File: src/rtl/cam_pkg.sv
`default_nettype none
// +----------------------------------------------------------------------+
// | cam_pkg : shared types and constants for the CAM and its controller  |
// | rev 1.0                                                              |
// +----------------------------------------------------------------------+
package cam_pkg;

  typedef enum logic [2:0] {
    IDLE     = 3'd0,
    LOOKUP   = 3'd1,
    MISS_REQ = 3'd2,
    FILL     = 3'd3,
    RESP     = 3'd4
  } cam_state_e;

  // Default width of the saturating statistics counters.
  localparam int CAM_SAT_CNT_W = 16;

endpackage
`default_nettype wire

File: src/rtl/cam_victim_ptr.sv
`default_nettype none
// +----------------------------------------------------------------------+
// | cam_victim_ptr : round-robin replacement slot pointer                |
// | rev 1.0                                                              |
// +----------------------------------------------------------------------+
module cam_victim_ptr #(
  parameter int WORDS = 8
) (
  input  logic                     clk,
  input  logic                     rst,
  input  logic                     advance_i,
  output logic [$clog2(WORDS)-1:0] ptr_o
);

  localparam int PTR_W = $clog2(WORDS);

  logic [PTR_W-1:0] ptr_q, ptr_d;

  always_comb begin
    ptr_d = ptr_q;
    if (advance_i) begin
      ptr_d = (ptr_q == PTR_W'(WORDS - 1)) ? '0 : ptr_q + PTR_W'(1);
    end
  end

  always_ff @(posedge clk) begin
    if (rst) begin
      ptr_q <= '0;
    end else begin
      ptr_q <= ptr_d;
    end
  end

  assign ptr_o = ptr_q;

endmodule
`default_nettype wire

File: src/rtl/cam_miss_ctrl.sv
`default_nettype none
// +----------------------------------------------------------------------+
// | cam_miss_ctrl : CAM lookup with backing-memory fill on miss          |
// | rev 1.0                                                              |
// +----------------------------------------------------------------------+
module cam_miss_ctrl
  import cam_pkg::*;
#(
  parameter int WORDS  = 8,
  parameter int BITS   = 8,
  parameter int TAG_SZ = 8,
  parameter int CNT_W  = CAM_SAT_CNT_W
) (
  input  logic                     clk,
  input  logic                     rst,
  input  logic                     req_valid,
  input  logic [TAG_SZ-1:0]        req_tag,
  output logic                     req_ready,
  output logic                     rsp_valid,
  output logic [BITS-1:0]          rsp_data,
  output logic                     rsp_hit,
  output logic                     cam_read,
  output logic [TAG_SZ-1:0]        cam_tag,
  input  logic                     cam_found,
  input  logic [BITS-1:0]          cam_data,
  output logic                     cam_write_,
  output logic [$clog2(WORDS)-1:0] cam_w_addr,
  output logic [BITS-1:0]          cam_wdata,
  output logic                     mem_req,
  output logic [TAG_SZ-1:0]        mem_addr,
  input  logic                     mem_ack,
  input  logic [BITS-1:0]          mem_rdata,
  output logic [CNT_W-1:0]         hit_cnt,
  output logic [CNT_W-1:0]         miss_cnt
);

  localparam int AW = $clog2(WORDS);

  cam_state_e        state_q, state_d;
  logic [TAG_SZ-1:0] tag_q, tag_d;
  logic [BITS-1:0]   data_q, data_d;
  logic              hit_q, hit_d;
  logic [CNT_W-1:0]  hit_cnt_q, hit_cnt_d;
  logic [CNT_W-1:0]  miss_cnt_q, miss_cnt_d;
  logic              hit_inc, miss_inc;
  logic              advance;
  logic [AW-1:0]     victim_ptr;

  cam_victim_ptr #(
    .WORDS (WORDS)
  ) u_victim_ptr (
    .clk       (clk),
    .rst       (rst),
    .advance_i (advance),
    .ptr_o     (victim_ptr)
  );

  always_comb begin
    state_d    = state_q;
    tag_d      = tag_q;
    data_d     = data_q;
    hit_d      = hit_q;
    hit_inc    = 1'b0;
    miss_inc   = 1'b0;
    advance    = 1'b0;
    req_ready  = 1'b0;
    rsp_valid  = 1'b0;
    cam_read   = 1'b0;
    cam_write_ = 1'b1;
    mem_req    = 1'b0;
    case (state_q)
      IDLE: begin
        req_ready = 1'b1;
        if (req_valid) begin
          tag_d   = req_tag;
          state_d = LOOKUP;
        end
      end
      LOOKUP: begin
        cam_read = 1'b1;
        if (cam_found) begin
          data_d  = cam_data;
          hit_d   = 1'b1;
          hit_inc = 1'b1;
          state_d = RESP;
        end else begin
          hit_d    = 1'b0;
          miss_inc = 1'b1;
          state_d  = MISS_REQ;
        end
      end
      MISS_REQ: begin
        mem_req = 1'b1;
        if (mem_ack) begin
          data_d  = mem_rdata;
          state_d = FILL;
        end
      end
      FILL: begin
        // The CAM writes on the same edge that reset would abort us on.
        cam_write_ = rst;
        advance    = 1'b1;
        state_d    = RESP;
      end
      RESP: begin
        rsp_valid = 1'b1;
        state_d   = IDLE;
      end
      default: state_d = IDLE;
    endcase
  end

  always_comb begin
    hit_cnt_d  = hit_cnt_q;
    miss_cnt_d = miss_cnt_q;
    if (hit_inc && (hit_cnt_q != '1)) begin
      hit_cnt_d = hit_cnt_q + CNT_W'(1);
    end
    if (miss_inc && (miss_cnt_q != '1)) begin
      miss_cnt_d = miss_cnt_q + CNT_W'(1);
    end
  end

  always_ff @(posedge clk) begin
    if (rst) begin
      state_q    <= IDLE;
      tag_q      <= '0;
      data_q     <= '0;
      hit_q      <= 1'b0;
      hit_cnt_q  <= '0;
      miss_cnt_q <= '0;
    end else begin
      state_q    <= state_d;
      tag_q      <= tag_d;
      data_q     <= data_d;
      hit_q      <= hit_d;
      hit_cnt_q  <= hit_cnt_d;
      miss_cnt_q <= miss_cnt_d;
    end
  end

  assign cam_tag    = tag_q;
  assign mem_addr   = tag_q;
  assign cam_w_addr = victim_ptr;
  assign cam_wdata  = data_q;
  assign rsp_data   = data_q;
  assign rsp_hit    = hit_q;
  assign hit_cnt    = hit_cnt_q;
  assign miss_cnt   = miss_cnt_q;

endmodule
`default_nettype wire

File: config.mk
export PLATFORM = sky130hd
export DESIGN_NAME = cam_miss_ctrl
export DESIGN_NICKNAME = d
export VERILOG_FILES = /design/src/rtl/cam_pkg.sv /design/src/rtl/cam_victim_ptr.sv /design/src/rtl/cam_miss_ctrl.sv
export SDC_FILE = /design/constraint.sdc
export NUM_CORES = 1
export LEC_CHECK = 0
export ABC_AREA = 1
export CAP_MARGIN = 15
export CORE_MARGIN = 1
export CORE_UTILIZATION = 44
export CTS_CLUSTER_DIAMETER = 150
export CTS_CLUSTER_SIZE = 40
export DETAILED_ROUTE_END_ITERATION = 6
export PLACE_DENSITY_LB_ADDON = 0.05
export SETUP_SLACK_MARGIN = 0.5
export SYNTH_ARGS = -nofsm -noshare
export SYNTH_HDL_FRONTEND = slang
export SYNTH_SLANG_ARGS = --single-unit
File: constraint.sdc
create_clock -name clk -period 3.8 [get_ports clk]
set_clock_uncertainty 0.2 [all_clocks]
set_input_delay 0.95 -clock clk [delete_from_list [all_inputs] [get_ports clk]]
set_output_delay 0.95 -clock clk [all_outputs]
set_load 0.1 [all_outputs]
# ---- Word-level counts from Yosys, hierarchy flattened
# Index checks and enable logic that the tools add are counted.
dict set report totals {
  ff_bits 55
  inputBits 29
  word_cells 45
}
dict set report op_classes {
  addsub 3
  eq_ne 10
  n_mux 18
  reduce_logical 7
}
# cell count
set op_table {}
lappend op_table {{16-bit by 1-bit adder with 16-bit output, second input constant} 2}
lappend op_table {{16-bit != test, second input constant} 2}
lappend op_table {{8-bit 2-to-1 mux} 2}
lappend op_table {{8-bit one-hot mux with 2 select lines} 1}
lappend op_table {{3-bit 2-to-1 mux} 4}
lappend op_table {{3-bit one-hot mux with 4 select lines} 1}
lappend op_table {{1-bit 2-to-1 mux} 10}
lappend op_table {{3-bit by 2-bit == test with 1-bit output, second input constant} 2}
lappend op_table {{3-bit == test, second input constant} 2}
lappend op_table {{2-bit != test, second input constant} 3}
lappend op_table {{2-bit AND reduction} 2}
lappend op_table {{3-bit by 1-bit adder with 3-bit output, second input constant} 1}
lappend op_table {{3-bit by 1-bit == test with 1-bit output, second input constant} 1}
lappend op_table {{3-bit zero test} 1}
lappend op_table {{3-bit AND reduction} 1}
lappend op_table {{1-bit logical AND} 2}
lappend op_table {{2-bit nonzero test} 1}

# ---- Longest topological paths before layout
dict set report logic_depth {
  depth_word 3
  mapped_depth 9
  ltp_nobuf 9
}

# ---- By module
# Synthesis repeated with hierarchy kept, for this count alone.
dict set report hier_totals {
  hier_cells 453
  area_unflattened_um2 3118.0
}
# mod n_inst cells_per_inst area_each_um2 seq_area_each_um2
set by_module_without_submodules {}
lappend by_module_without_submodules {cam_miss_ctrl 1 435 2979.1 1041.0}
lappend by_module_without_submodules {cam_victim_ptr 1 18 138.9 60.1}

# ---- Least setup slack after synthesis
# OpenSTA, ideal clock, no wires.
dict set report synth_timing {
  kind {register to output}
  start {register state_q[2]}
  end {output port rsp_valid}
  arrival_time_ns 2.433
  slack_ns 0.217
  path_stages_with_launch 3
  path_buffers 0
  path_cell_list {dfxtp_1 -> inv_1 -> nor3_1}
}
dict set report synth_via {
  elab_chain_len 2
}
# element line
set synth_lines {}
lappend synth_lines {{from (decl)} cam_miss_ctrl.sv:39} ;# cam_state_e state_q, state_d;
lappend synth_lines {{from (signal assigned)} cam_miss_ctrl.sv:133} ;# state_q <= state_d;
lappend synth_lines {{3-bit == test} cam_miss_ctrl.sv:71} ;# case (state_q)
lappend synth_lines {{1-bit 2-to-1 mux} cam_miss_ctrl.sv:71}
lappend synth_lines {{to (decl)} cam_miss_ctrl.sv:19} ;# output logic rsp_valid,
# No other way between the ends.

# ---- Final worst setup path
dict set report layout_timing {
  start {input port rst}
  end {output port cam_write_}
}
dict set report layout_via {
  elab_chain_len 1
}
# element line
set layout_lines {}
lappend layout_lines {{from (decl)} cam_miss_ctrl.sv:15} ;# input logic rst,
lappend layout_lines {{1-bit 2-to-1 mux} cam_miss_ctrl.sv:71}
lappend layout_lines {{to (decl)} cam_miss_ctrl.sv:26} ;# output logic cam_write_,
# No other way between the ends.

==> metrics.yaml <==
min_path:
  hold_class: "register to register"
worst_setup_path:
  max_stage_delay_ps: 480
  crit_family: "buffers and inverters"
  crit_buf_inv: 3
  crit_required_ps: 2650
  cp_max_fo: 2
  cp-start-kind: "primary input"
  crit_arrival_ps: 1850
  end_kind: "primary output"
  criticalPathCategory: "primary input to primary output"
  crit_chain: "clkdlybuf4s50_1 -> clkinv_1 -> nand2_1 -> buf_12"
  r2r_slack_ps: 1840
  slowest_stage: "clkdlybuf4s50_1"
yosys:
  yosys.area.top_type: "dfxtp_1"
  synthesis.area_um2: 2915
  synth_top_cells_by_count: "nand2_1, nor2_1, dfxtp_1"
  yosysSeqAreaShare_pct: 37.77
  synthDominantCellAreaShare_pct: 37.77
  synth_seq_cells: 55
  synth_cell_type_count: 29
  yosysWarnings: 0
  syn_avg_cell_area_um2: 6.566
  async_reset_ff_share_pct: 0
  postSynthCellCount: 444
  synth_fp_nets: 477
  yosysMostFrequentCell: "nand2_1"
  synth_edf_count: 0
  synth_ff_type: "dfxtp_1"
  synth.area.top_cells: "dfxtp_1, nand2_1, nor2_1"
grt:
  antenna_found_initial: 0
  grt_max_degree: 29
  track_usage_pct: 20.27
  gr-usage-met3_pct: 4.076
  grt_pass1_vias: 2514
  grt_pass1_wl_um: 11610
  gr-total-overflow: 0
  met2_usage_pct: 34.05
  grt_util_met1_pct: 26.18
  grt-busiest-layer: "met2"
floorplan:
  rows: 29
  die_x_um: 83.40
  die_area_um2: 6956
  ios: 102
  fp.dieH_um: 83.40
  core_area_um2: 6386
  initial_utilization_pct: 45.65
sta:
  worst_pin_slew_ps: 475.1
  rsz0062_at_grt: "false"
  maxSlewViolCount: 0
  fin_crit_sh_pct: 78.97
  finalCriticalPeriod_ps: 3001
  setup_viol: 0
  max_slew_margin_pct: 68.23
  hold_ws_ps: 284.9
  fin_setup_tns_ps: 0
  max_freq_ghz: 0.3332
  hold_viol: 0
clocking:
  htree_num_levels: 2
  clock_latency_ps: 310
  cts_resized: 0
  post_cts_buffers: 0
  postCtsHoldBufs: 0
  cts_tree: "built"
  cts.sinks: 55
  clk_pin_slew_ps: 100
  cts_root_buffer: "clkbuf_8"
  clk_path_buf_depth: 2
  numCtsBuffers: 5
power:
  power_leakage_nw: 1.584
  p_per_area_nw_per_um2: 374.8
  ir_worst_vdd_mv: 0.2331
drt:
  drc: 0
  wl_um: 7170
  drt_iter0_markers: 86
  vias: 3004
  firstDrtPassIters: 4
  wl_per_cell_um: 11.83
  vias_per_cell: 4.957
  ant_nets: 0
cells_and_area:
  diodes: 0
  final_layout_size_suffix_gt1_share_pct: 19.09
  area_growth_pct: 31.42
  fin_util_pct: 59.99
  final_area_um2: 3831
  final_net_count: 561
placed_design:
  dp_hpwl_um: 5323
  port_buffers: 101
  gp_congestion: 0.8240
  placed_cell_area_um2: 3710
status:
  status: "finished, final reports clean"
flow_run:
  maxCapViolCount: 0
[registers in the layout, summed over array words and instances, names as in the netlist]
register / cells
hit_cnt: 16
miss_cnt: 16
cam_tag: 8
cam_wdata: 8
state_q: 3
u_victim_ptr.ptr_o: 3
rsp_hit: 1
[through the flow]
step | instances | worst slack (ps) | total power, mW
2_1_floorplan | 444 | 666.0 | 0.9528
3_3_place_gp | 598 | 777.6 | 1.033
3_5_place_dp | 598 | 785.9 | 1.036
4_1_cts | 606 | 777.1 | 1.450
5_1_grt | 606 | 767.7 | 1.492
6_report | 606 | 799.0 | 1.436
[path summary, 6_finish.rpt]
kind / startpoint / endpoint / cells past startpoint
min: cam_wdata[6] / cam_wdata[6] / 2
max reg2reg: miss_cnt[0] / miss_cnt[14] / 6
max: rst / cam_write_ / 4
min reg2reg: cam_wdata[6] / cam_wdata[6] / 2
[power by group]
part,internal [mW],total [mW],switching (mW)
Combinational,0.0941,0.409,0.315
Sequential,0.595,0.612,0.0170
Clock,0.217,0.415,0.198
Total,0.906,1.44,0.530
[routing by layer]
layer	share of wire [%]	vias up
met5	0	-
met1	47	1338
met3	4.2	9
li1	-	1598
met2	48	59
met4	1.3	0
[logic make-up (layout without fill, tap and decap cells)]
family	Yosys count	count (layout)	share of synthesized area [%]
AOI/OAI and AO/OA	56	56	10.26
xor gates and xnor gates	3	3	0.9015
buffers and inverters	57	142	9.571
and+or+nand+nor	269	269	39.79
DFF	55	55	37.77
adders and majority gates	4	4	1.717
[worst min-delay path, cell delays in order, from the launching register on]
cell     delay, ps
dfxtp_1        330
nand2_1         60
a21oi_1         50
[area by class of cell]
| type | count | area [µm²] |
|---|---|---|
| fill | 621 | 2555 |
| timing repair buffer | 103 | 855.8 |
| sequential | 55 | 1101 |
| tap | 77 | 96.34 |
| inverter | 31 | 116.4 |
| clock buffer | 6 | 82.58 |
| multi-input combinational | 332 | 1540 |
| clock inverter | 2 | 38.79 |
[layout by cell type, fill, tap and decap left out, types with 2 or more instances in the layout]
cell             count
clkbuf_8             6
o21ai_0              9
nor2_1              70
nor2_2               9
dfxtp_1             55
nor3_1               4
nand3_1             37
nand4_1             15
xnor2_1              2
a21oi_1             40
buf_4               74
ha_1                 4
nand2_1            128
inv_2                3
nor2_4               2
clkdlybuf4s50_1     28
inv_1               27
No activity file was read; power rests on OpenSTA's default activity.
